==> src/rtl/pipeline_hazard_ctrl.sv <==
// Hazard/stall controller for the 5-stage pipeline: load-use stalls, branch flushes,
// data-memory waits with a timeout halt, and saturating stall/flush counters.
//
// state | meaning
// RUN   | normal issue; stall/flush decided per cycle from inputs
// WAIT  | data memory busy; counting consecutive busy cycles toward the timeout
// HALT  | memory timed out; pipe frozen until reset
module pipeline_hazard_ctrl #(
  parameter int TIMEOUT = 16,
  parameter int CNT_W   = 16
) (
  input  logic             CLK,
  input  logic             reset,
  input  logic [4:0]       ID_Rs,
  input  logic [4:0]       ID_Rt,
  input  logic             ID_UsesRt,
  input  logic             EXE_MemtoReg,
  input  logic             EXE_RegWr,
  input  logic [4:0]       EXE_Rw,
  input  logic             EXE_BrTaken,
  input  logic             MEM_Busy,
  input  logic             Cnt_Clr,
  output logic             PC_Wr,
  output logic             IF_ID_Wr,
  output logic             IF_ID_Flush,
  output logic             ID_EXE_Wr,
  output logic             ID_EXE_Bubble,
  output logic             EXE_MEM_Wr,
  output logic             MEM_WB_Bubble,
  output logic             Mem_Err,
  output logic [CNT_W-1:0] Stall_Cnt,
  output logic [CNT_W-1:0] Flush_Cnt
);

  localparam int BW = $clog2(TIMEOUT + 1);

  typedef enum logic [1:0] {RUN, WAIT, HALT} state_t;

  state_t           state_q, state_d;
  logic [BW-1:0]    busy_cyc_q, busy_cyc_d;
  logic             mem_err_q, mem_err_d;
  logic [CNT_W-1:0] stall_cnt_q, stall_cnt_d;
  logic [CNT_W-1:0] flush_cnt_q, flush_cnt_d;

  logic loaduse, freeze, do_branch, do_loaduse;

  assign loaduse = EXE_MemtoReg & EXE_RegWr & (EXE_Rw != 5'd0) &
                   ((EXE_Rw == ID_Rs) | (ID_UsesRt & (EXE_Rw == ID_Rt)));
  assign freeze     = MEM_Busy | (state_q == HALT);
  assign do_branch  = ~freeze & EXE_BrTaken;
  assign do_loaduse = ~freeze & ~EXE_BrTaken & loaduse;

  always_ff @(posedge CLK or negedge reset) begin
    if (!reset) begin
      state_q     <= RUN;
      busy_cyc_q  <= '0;
      mem_err_q   <= 1'b0;
      stall_cnt_q <= '0;
      flush_cnt_q <= '0;
    end else begin
      state_q     <= state_d;
      busy_cyc_q  <= busy_cyc_d;
      mem_err_q   <= mem_err_d;
      stall_cnt_q <= stall_cnt_d;
      flush_cnt_q <= flush_cnt_d;
    end
  end

  always_comb begin
    state_d     = state_q;
    busy_cyc_d  = busy_cyc_q;
    mem_err_d   = mem_err_q;
    stall_cnt_d = stall_cnt_q;
    flush_cnt_d = flush_cnt_q;

    PC_Wr         = 1'b1;
    IF_ID_Wr      = 1'b1;
    IF_ID_Flush   = 1'b0;
    ID_EXE_Wr     = 1'b1;
    ID_EXE_Bubble = 1'b0;
    EXE_MEM_Wr    = 1'b1;
    MEM_WB_Bubble = 1'b0;

    case (state_q)
      RUN: begin
        if (MEM_Busy) begin
          state_d    = WAIT;
          busy_cyc_d = busy_cyc_q + BW'(1);
        end else begin
          busy_cyc_d = '0;
        end
      end
      WAIT: begin
        if (!MEM_Busy) begin
          state_d    = RUN;
          busy_cyc_d = '0;
        end else begin
          busy_cyc_d = busy_cyc_q + BW'(1);
          // this busy cycle is the TIMEOUT-th in a row
          if (busy_cyc_q == BW'(TIMEOUT - 1)) begin
            state_d   = HALT;
            mem_err_d = 1'b1;
          end
        end
      end
      HALT: state_d = HALT;
      default: begin
        state_d    = RUN;
        busy_cyc_d = '0;
      end
    endcase

    if (freeze) begin
      PC_Wr         = 1'b0;
      IF_ID_Wr      = 1'b0;
      ID_EXE_Wr     = 1'b0;
      EXE_MEM_Wr    = 1'b0;
      MEM_WB_Bubble = 1'b1;
    end else if (do_branch) begin
      IF_ID_Flush   = 1'b1;
      ID_EXE_Bubble = 1'b1;
    end else if (do_loaduse) begin
      PC_Wr         = 1'b0;
      IF_ID_Wr      = 1'b0;
      ID_EXE_Bubble = 1'b1;
    end

    if (Cnt_Clr) begin
      stall_cnt_d = '0;
      flush_cnt_d = '0;
    end else begin
      if (((freeze && state_q != HALT) || do_loaduse) && stall_cnt_q != '1)
        stall_cnt_d = stall_cnt_q + CNT_W'(1);
      if (do_branch && flush_cnt_q != '1)
        flush_cnt_d = flush_cnt_q + CNT_W'(1);
    end

    // controls are forced inactive for as long as reset is held
    if (!reset) begin
      PC_Wr         = 1'b0;
      IF_ID_Wr      = 1'b0;
      IF_ID_Flush   = 1'b0;
      ID_EXE_Wr     = 1'b0;
      ID_EXE_Bubble = 1'b0;
      EXE_MEM_Wr    = 1'b0;
      MEM_WB_Bubble = 1'b0;
    end
  end

  assign Mem_Err   = mem_err_q;
  assign Stall_Cnt = stall_cnt_q;
  assign Flush_Cnt = flush_cnt_q;

endmodule

==> config.mk <==
export PLATFORM = sky130hd
export DESIGN_NAME = pipeline_hazard_ctrl
export DESIGN_NICKNAME = d
export VERILOG_FILES = /design/src/rtl/pipeline_hazard_ctrl.sv
export SDC_FILE = /design/constraint.sdc
export NUM_CORES = 1
export LEC_CHECK = 0
export ABC_AREA = 1
export CORE_MARGIN = 8
export CORE_UTILIZATION = 50
export DETAILED_ROUTE_END_ITERATION = 8
export GPL_TIMING_DRIVEN = 0
export PLACE_DENSITY = 0.86
export SYNTH_ARGS = -nofsm -noshare
export SYNTH_HDL_FRONTEND = slang
export SYNTH_SLANG_ARGS = --single-unit
==> constraint.sdc <==
create_clock -name CLK -period 2.1 [get_ports CLK]
set_input_delay 0.21 -clock CLK [delete_from_list [all_inputs] [get_ports CLK]]
set_output_delay 0.21 -clock CLK [all_outputs]
set_load 0.05 [all_outputs]
==> results.yml <==
run_status:
  status: "finished, final reports clean"
worst_setup_path:
  r2r_cells: 8
  cpPeakStageDelay_ns: 0.41
  crit_type: "flip-flop to flip-flop"
  cp_max_fo: 9
  cp_cell_sequence: "ha_1, nand2_1, nor2_1, a31oi_4, nor2_4, inv_4, nand2_1, nand2_1"
  crit_top_cell: "nand2_1"
  cpMaxStageDelayCell: "dfrtp_1"
  crit_path_end_kind: "flip-flop"
  crit_path_start_kind: "flip-flop"
  path_delay_family: "simple AND/OR/NAND/NOR gates"
  arrival_ns: 2.15
  critical_path_cell_count: 8
  worstPathBufferInverterCount: 1
  worstPathRequired_ns: 2.29
timing:
  rsz0062_at_grt: "false"
  slew_headroom_pct: 35.26
  final_max_slew_viol_count: 0
  achievable-frequency_ghz: 0.5099
  hold_viol_final: 0
  timing.final.ws_setup_ns: 0.1390
  fin_crit_share_pct: 93.38
  timing.clock.skew_ns: 0.007888
  endpoints_failing_setup: 0
  final_period_minus_worst_setup_slack_ns: 1.961
  worst-slew-pin-transition_ns: 0.9679
power_and_ir_drop:
  power.ir.vdd_worst_v: 0.0003588
  cellLeakagePower_nw: 1.746
  power_density_nw_per_um2: 416.6
  totalPowerFinal_w: 0.001455
layout:
  fillerInstances: 452
  layout_common_cells: "nand2_1 (118), clkdlybuf4s50_1 (53), inv_1 (46), nor2_1 (45), dfrtp_1 (40)"
  antennaDiodeCount: 0
  utilization_pct: 68.40
  most_common_library_cell_in_the_layout_ignoring_fill_and_taps: "nand2_1"
  fraction_of_layout_cells_with_a_size_suffix_above_1_pct: 7.930
  syn_to_final_growth_pct: 31.26
  num-nets-final: 480
cts:
  post_cts_buffers: 0
  clkTransAtPathRegs_ns: 0.08
  cts_inserted_buffers: 5
  clk-insertion-delay-late_ns: 0.30
  clock-root-buffer: "clkbuf_8"
  tritoncts_clock_tree: "yes"
  clock_tree.htree_level_count: 2
  ctsLongestPathBuffers: 2
  cts_num_sinks: 40
global_routing:
  grt_pass1_wl_mm: 12.21
  global_route.usage.total_pct: 19.47
  via_count_of_the_first_global_routing_pass: 2674
  grt_antenna_before_repair: 0
  grt_max_degree: 21
  grt_remaining_overflow: 0
routing:
  detail-route-antenna-nets: 0
  dr.pass1.iters: 6
  route.detailed.wl_per_inst_um: 14.39
  detail_route.iter0.violations: 210
  routed-via-count: 2788
  drt-total-wl_mm: 7.540
  drcViolationCount: 0
  routed_via_density: 5.321
floorplan:
  coreArea_um2: 5107
  ios: 63
  initial_core_util_pct: 52.11
  row_count: 26
  die_x_um: 88.96
  die_area_um2: 7913
  die_y_um: 88.96
min_path:
  cell_depth_of_the_worst_hold_path: 4
  hp-class: "primary input to flip-flop"
placement:
  place.port_buffers: 61
  detailed_place_hpwl_mm: 5.673
  pre_cts_ws_ns: -0.4495
  gp_routability_congestion: 0.8755
logic_synthesis:
  synth_cell_type_count: 27
  synth_top_area_share_pct: 37.61
  ys_seq_elements: 40
  postSynthAreaPerCell_um2: 6.967
  synthesized_area_um2: 2661
  synth_top_area_cell: "dfrtp_1"
  synth.net_count: 409
  synth-seq-area-share_pct: 37.61
  synth-warning-count: 0
  synthesis.instances: 382
  post_synth_main_area_contributors: "dfrtp_1 (38%), nand2_1 (17%), nand3_1 (7.1%)"
flow_run:
  drv_cap: 0
## worst min-delay path, stage by stage
cell and delay (ns):
clkbuf_1 0.21, nor2_1 0.15, nand2_1 0.06, nand2_1 0.05
## worst paths after layout
| check | startpoint | end | slack [ns] |
|---|---|---|---|
| max | Flush_Cnt[1] | Flush_Cnt[13] | 0.14 |
| min | Cnt_Clr | Flush_Cnt[4] | 0.40 |
| max reg2reg | Flush_Cnt[1] | Flush_Cnt[13] | 0.14 |
| min reg2reg | Mem_Err | Mem_Err | 0.48 |
| max in group asynchronous | reset | busy_cyc_q[3] | 0.86 |
| min in group asynchronous | reset | Stall_Cnt[14] | 0.64 |
## final cells by class
cell class              count  area (um^2)  area share, %
well taps                  70        87.58          2.507
clock inverters             2        10.01         0.2865
clock buffers               6        82.58          2.364
inverters                  48        182.7          5.229
flip-flops and latches     40         1001          28.65
multi-input cells         283         1426          40.83
repair buffers             64        634.4          18.16
plain buffers              11        68.82          1.970
## through the flow
| step | setup TNS (ns) | area (um^2) | cells | hold WS [ns] |
|---|---|---|---|---|
| after floorplan | -0.05792 | 2664 | 382 | -0.08559 |
| after global placement | -19.88 | 3362 | 513 | 0.4473 |
| after detailed placement | -1.936 | 3385 | 514 | 0.2177 |
| after CTS | 0 | 3493 | 524 | 0.4032 |
| after global routing | 0 | 3493 | 524 | 0.4143 |
| final | 0 | 3493 | 524 | 0.4019 |
## registers in the layout, summed over array words and instances, names as in the netlist
signal and count:
Mem_Err 1, state_q 2, busy_cyc_q 5, Flush_Cnt 16, Stall_Cnt 16
## repair_timing
| item | 4_1_cts | 5_1_grt |
|---|---|---|
| resized for setup | 18 | 6 |
| endpoints found under the hold margin | 20 | 0 |
| setup endpoints to repair | 7 | 17 |
| hold buffers | 2 | 0 |
## per-layer routing
metal | vias up | part of all wire, % | track usage [%]
li1 | 1361 | - | -
met1 | 1303 | 43 | 22.27
met2 | 107 | 47 | 34.16
met3 | 17 | 7.3 | 4.044
met4 | 0 | 2.7 | 8.459
met5 | - | 0 | 0
## cells by family after synthesis
logic type                 count (synthesis)  synth area share [%]
adders and majority gates                  4                 1.881
buffers and inverters                     59                 9.450
xor gates and xnor gates                  22                 7.240
and+or+nand+nor                          240                 39.35
DFF                                       40                 37.61
AOI/OAI and AO/OA                         17                 4.467
## synth_stat cells, drive strengths merged
cell,instances
a21oi,6
a22o,1
a31oi,1
buf,8
clkbuf,3
clkinv,1
dfrtp,40
ha,4
inv,47
nand2,121
nand3,38
nand4,24
nor2,51
nor3,5
nor4,1
o21ai,7
o22ai,2
xnor2,4
xor2,18
## report_power, final
group,internal [W],switching [W],total [W]
clock network,0.000262,0.000286,0.000548
registers,0.000769,0.000000000257,0.000769
logic,0.0000601,0.0000774,0.000137
Power figures use the tool's default switching activity.
